File: src/rtl/eth_tx_arbiter.sv
// eth_tx_arbiter: frame-atomic arbiter sharing one GMII TX path between the
// ARP and UDP engines (gmii_tx_clk domain).
//   clk, rst                  : GMII TX clock, synchronous active-high reset
//   arp_req / udp_req         : level requests, held until granted
//   arp_gnt / udp_gnt         : one-hot (or zero) ownership of the TX path
//   arp_gmii_* / udp_gmii_*   : per-source GMII byte streams
//   gmii_tx_en / gmii_txd     : arbitrated stream, one cycle registered latency
//   busy                      : arbiter not idle
//   err_timeout, err_oversize : one-cycle error pulses
module eth_tx_arbiter #(
  parameter int unsigned ARB_MODE   = 0,
  parameter int unsigned IFG_CYCLES = 12,
  parameter int unsigned START_TO   = 64,
  parameter int unsigned MAX_FRAME  = 1530
) (
  input  logic       clk,
  input  logic       rst,
  input  logic       arp_req,
  input  logic       udp_req,
  output logic       arp_gnt,
  output logic       udp_gnt,
  input  logic       arp_gmii_tx_en,
  input  logic [7:0] arp_gmii_txd,
  input  logic       udp_gmii_tx_en,
  input  logic [7:0] udp_gmii_txd,
  output logic       gmii_tx_en,
  output logic [7:0] gmii_txd,
  output logic       busy,
  output logic       err_timeout,
  output logic       err_oversize
);

  localparam int unsigned TO_W   = 10;
  localparam int unsigned BYTE_W = 11;
  localparam int unsigned IFG_W  = 8;

  localparam logic [2:0] S_IDLE  = 3'd0;
  localparam logic [2:0] S_WAIT  = 3'd1;
  localparam logic [2:0] S_FRAME = 3'd2;
  localparam logic [2:0] S_DRAIN = 3'd3;
  localparam logic [2:0] S_IFG   = 3'd4;

  logic [2:0]        state, state_d;
  logic              owner_udp, owner_udp_d;
  logic              last_udp, last_udp_d;
  logic [TO_W-1:0]   to_cnt, to_cnt_d;
  logic [BYTE_W-1:0] byte_cnt, byte_cnt_d;
  logic [IFG_W-1:0]  ifg_cnt, ifg_cnt_d;
  logic              tx_en_d;
  logic [7:0]        txd_d;
  logic              err_to_d, err_ov_d;
  logic              win_udp;
  logic              own_en;
  logic [7:0]        own_txd;

  // Grants follow the registered state/owner; DRAIN and IFG hold no grant.
  assign arp_gnt = ((state == S_WAIT) || (state == S_FRAME)) && !owner_udp;
  assign udp_gnt = ((state == S_WAIT) || (state == S_FRAME)) &&  owner_udp;
  assign busy    = (state != S_IDLE);

  // Only the current owner's stream is ever looked at.
  assign own_en  = owner_udp ? udp_gmii_tx_en : arp_gmii_tx_en;
  assign own_txd = owner_udp ? udp_gmii_txd   : arp_gmii_txd;

  // Tie break: round-robin picks the source opposite the last winner,
  // fixed priority always picks ARP.
  always_comb begin
    win_udp = udp_req;
    if (arp_req && udp_req) begin
      win_udp = (ARB_MODE == 0) ? !last_udp : 1'b0;
    end
  end

  // Next-state and registered-output logic.
  always_comb begin
    state_d     = state;
    owner_udp_d = owner_udp;
    last_udp_d  = last_udp;
    to_cnt_d    = to_cnt;
    byte_cnt_d  = byte_cnt;
    ifg_cnt_d   = ifg_cnt;
    tx_en_d     = 1'b0;
    txd_d       = '0;
    err_to_d    = 1'b0;
    err_ov_d    = 1'b0;

    case (state)
      S_IDLE: begin
        if (arp_req || udp_req) begin
          owner_udp_d = win_udp;
          last_udp_d  = win_udp;
          state_d     = S_WAIT;
        end
      end
      S_WAIT: begin
        if (own_en) begin
          tx_en_d = 1'b1;
          txd_d   = own_txd;
          state_d = S_FRAME;
        end else if (to_cnt == TO_W'(START_TO - 1)) begin
          // Counter would reach START_TO on this edge.
          err_to_d = 1'b1;
          state_d  = S_IFG;
        end else begin
          to_cnt_d = to_cnt + TO_W'(1);
        end
      end
      S_FRAME: begin
        if (!own_en) begin
          state_d = S_IFG;
        end else if (byte_cnt == BYTE_W'(MAX_FRAME)) begin
          err_ov_d = 1'b1;
          state_d  = S_DRAIN;
        end else begin
          tx_en_d    = 1'b1;
          txd_d      = own_txd;
          byte_cnt_d = byte_cnt + BYTE_W'(1);
        end
      end
      S_DRAIN: begin
        if (!own_en) state_d = S_IFG;
      end
      S_IFG: begin
        if (ifg_cnt == IFG_W'(IFG_CYCLES)) state_d = S_IDLE;
        else ifg_cnt_d = ifg_cnt + IFG_W'(1);
      end
      default: state_d = S_IDLE;
    endcase

    // Counters restart on every state change; the byte counter starts at 1
    // because the first byte is forwarded on the edge that enters FRAME.
    if (state_d != state) begin
      to_cnt_d   = '0;
      ifg_cnt_d  = '0;
      byte_cnt_d = (state_d == S_FRAME) ? BYTE_W'(1) : '0;
    end
  end

  // State, owner, counters and outputs.
  always_ff @(posedge clk) begin
    if (rst) begin
      state        <= S_IDLE;
      owner_udp    <= 1'b0;
      last_udp     <= 1'b1;
      to_cnt       <= '0;
      byte_cnt     <= '0;
      ifg_cnt      <= '0;
      gmii_tx_en   <= 1'b0;
      gmii_txd     <= '0;
      err_timeout  <= 1'b0;
      err_oversize <= 1'b0;
    end else begin
      state        <= state_d;
      owner_udp    <= owner_udp_d;
      last_udp     <= last_udp_d;
      to_cnt       <= to_cnt_d;
      byte_cnt     <= byte_cnt_d;
      ifg_cnt      <= ifg_cnt_d;
      gmii_tx_en   <= tx_en_d;
      gmii_txd     <= txd_d;
      err_timeout  <= err_to_d;
      err_oversize <= err_ov_d;
    end
  end

endmodule

File: config.mk
export PLATFORM = sky130hd
export DESIGN_NAME = eth_tx_arbiter
export DESIGN_NICKNAME = d
export VERILOG_FILES = /design/src/rtl/eth_tx_arbiter.sv
export SDC_FILE = /design/constraint.sdc
export NUM_CORES = 1
export LEC_CHECK = 0
export CORE_AREA = 2 2 74 93
export CTS_CLUSTER_SIZE = 28
export DETAILED_ROUTE_END_ITERATION = 16
export DIE_AREA = 0 0 76 95
export SYNTH_ARGS = -nofsm -noshare
export SYNTH_HDL_FRONTEND = slang
export SYNTH_SLANG_ARGS = --single-unit
File: constraint.sdc
create_clock -name clk -period 2.3 [get_ports clk]
set_clock_uncertainty 0.2 [all_clocks]
set_input_delay 0.23 -clock clk [delete_from_list [all_inputs] [get_ports clk]]
set_output_delay 0.23 -clock clk [all_outputs]
set_load 0.005 [all_outputs]
==> impl_metrics.py <==
metrics = {
    "synthesis": {
        "synth.top_cell.area_share_pct": 41.8,
        "synthTopCellsByArea": "dfxtp_1, xnor2_1, nor2_1, mux2i_1, nand2_1",
        "ys_seq_area_share_pct": 41.8,
        "synth-edff-count": 0,
        "ys_ff_latch": 45,
        "synth_top_cell_by_area": "dfxtp_1",
        "synthesis.nets": 272,
        "yosys_warnings": 0,
        "synth_cell_types": 43,
        "ys_async_sr_fraction_pct": 0,
        "synthCells": 245,
        "syn-cell-area_um2": 2150,
        "synth_ff_type": "dfxtp_1",
        "avgSynthCellArea_um2": 8.79,
    },
    "cells_and_area": {
        "antenna_cells": 0,
        "fillCellCount": 644,
        "layout-drive-gt1-share_pct": 14.0,
        "multiInputGateArea_um2": 1170,
        "finalNonFillerCells": 380,
        "fin_nets": 319,
        "seq_area_um2": 903,
        "design_area_um2": 2800,
        "areaGrowthSynthToFinish_pct": 29.9,
    },
    "grt": {
        "first_global_vias": 1649,
        "grt_max_degree": 17,
        "antenna_found_initial": 0,
        "grt.total_usage_pct": 12.5,
        "grt_overflow": 0,
        "grt_pass1_wl_um": 7420,
    },
    "route": {
        "routed-wl-met2_um": 2100,
        "drtAntennaViolNets": 0,
        "wire_per_inst_um": 11.2,
        "met3WireLength_um": 179,
        "top_layer": "met4",
        "route.detailed.drc": 0,
        "viasPerCell": 4.73,
        "vias": 1797,
        "drt_pass1_iterations": 4,
        "drtIter0Drc": 65,
        "drt_wl_total_um": 4270,
        "m1WireLength_um": 1890,
    },
    "sta": {
        "tightest_slew_ps": 562,
        "hold_violations": 0,
        "min_period_ps": 2170,
        "slew-limit-headroom_pct": 62.3,
        "final-setup-viol-count": 0,
        "fmax_ghz": 0.461,
        "finalCritPeriodShare_pct": 94.4,
        "finalMaxSlewViolations": 0,
    },
    "clocking": {
        "numClockSinks": 45,
        "cts_buffers": 5,
        "cts_tree": "done",
        "clock_latency_ps": 310,
        "cts_max_level": 2,
        "post_cts.repair.setup_buffers": 0,
        "root_buffer": "clkbuf_8",
        "cts_buffer_depth": 2,
        "ctsHoldBuffers": 0,
        "path_clk_slew_ps": 90,
    },
    "die": {
        "rows": 33,
        "io_pins": 36,
        "dieArea_um2": 7220,
        "die_height_um": 95,
        "die_x_um": 76,
        "start_util_pct": 33.7,
        "core_um2": 6400,
    },
    "worst_setup_path": {
        "path_class": "register to register",
        "arrival_ps": 2170,
        "required_ps": 2300,
        "cp-end-kind": "register",
        "cp-start-kind": "register",
        "crit_fanout": 5,
    },
    "pwr": {
        "peakVddDrop_v": 0.000309,
        "power.leakage_uw": 0.000913,
        "power-per-cell-area_nw_per_um2": 568,
    },
    "status": {
        "status": "finished clean",
    },
    "placement": {
        "placed_cell_area_um2": 2670,
        "dp_hpwl_um": 3190,
        "io_buffers": 35,
        "dp.cells": 371,
        "place_congestion": 0.793,
    },
    "worst_hold_path": {
        "hp-class": "input pin to register",
    },
    "job": {
        "maxCapViolCount": 0,
    },
}
==> power breakdown <==
part / switching [uW] / internal, uW
sequential: 21.4 / 799
clock: 291 / 222
combinational: 121 / 135
==> layout make-up <==
type	count	share of cell area [%]
tap	87	3.89
clock buffer	5	2.46
inverter	12	1.61
sequential	45	32.3
timing repair buffer	51	16.9
multi-input combinational	177	41.9
clock inverter	3	0.894
==> Yosys cell counts, drive strengths merged (2+ instances only) <==
library cell  number
dfxtp             45
nor2              40
xnor2             21
nand2             17
inv               12
a21oi             10
nand3              9
nor4               9
mux2i              8
buf                7
nand4              6
a211oi             5
ha                 5
nor3               5
xor2               5
clkbuf             4
nor3b              4
o21ai              4
or2                3
or3                3
a31o               2
a32oi              2
and2               2
and3               2
nand2b             2
==> sequential cells by signal, summed over array words and instances, names as in the netlist, 3 cells and up <==
name      cells
state         3
byte_cnt     11
gmii_txd      8
to_cnt       10
ifg_cnt       8
==> per-stage QoR <==
stage / TNS [ps] / setup slack, ps / hold WS (ps) / total power (uW) / utilization (%)
final: 0 / 129 / 282 / 1590 / 43.7
after global routing: -2.85 / -2.85 / 312 / 1680 / 43.7
after CTS: 0 / 13.9 / 274 / 1600 / 43.2
after detailed placement: 0 / 13.2 / 290 / 1080 / 41.7
after global placement: 0 / 43.1 / 289 / 1080 / 41.7
after floorplan: 0 / 288 / 99.1 / 977 / -
==> worst max-delay path, stage by stage, from the launching register on <==
cell and delay (ps):
dfxtp_1 360, or4_4 540, nor3_4 220, o311ai_2 140, a32oi_2 350, buf_4 190
a22oi_1 70
==> layout by cell type (no fill, tap or decap), drive strengths merged, types with 2 or more instances in the layout <==
| cell type | count |
|---|---|
| dfxtp | 45 |
| nor2 | 40 |
| clkdlybuf4s50 | 35 |
| xnor2 | 21 |
| nand2 | 17 |
| buf | 16 |
| inv | 14 |
| a21oi | 10 |
| nand3 | 9 |
| nor4 | 9 |
| mux2i | 8 |
| nand4 | 6 |
| a211oi | 5 |
| xor2 | 5 |
| ha | 5 |
| clkbuf | 5 |
| nor3 | 5 |
| o21ai | 4 |
| nor3b | 4 |
| or2 | 3 |
| or3 | 3 |
| and2 | 2 |
| a31o | 2 |
| nand2b | 2 |
| and3 | 2 |
| a32oi | 2 |
==> path summary, 6_finish.rpt <==
kind / cells after the start / slack [ps] / start / endpoint
worst max-delay path: 6 / 130 / to_cnt[6] / byte_cnt[0]
worst min register to register: 1 / 310 / last_udp / last_udp
worst max register to register: 6 / 130 / to_cnt[6] / byte_cnt[0]
worst min-delay path: 3 / 280 / udp_gmii_txd[7] / gmii_txd[7]
==> per-layer routing <==
layer  up-vias  track usage [%]
met4         0             5.91
li1        941                -
met3         7             3.44
met1       821             14.8
met5         -                0
met2        28             21.3
==> timing repair <==
| item | CTS | global route |
|---|---|---|
| endpoints found under the setup margin | 0 | 28 |
| gates resized for setup | 0 | 11 |
| endpoints found under the hold margin | 0 | 0 |
==> cells by family after synthesis <==
family                   Yosys count  share of synthesized area [%]
flip-flops                        45                           41.8
AO/OA/AOI/OAI                     32                           11.2
XOR/XNOR                          26                           10.6
multiplexers                       9                           4.24
adder cells (fa/ha/maj)            5                           2.90
buffers and inverters             23                           4.76
AND/OR/NAND/NOR                  105                           24.6
Note: power is estimated with default switching activity, not from simulation.
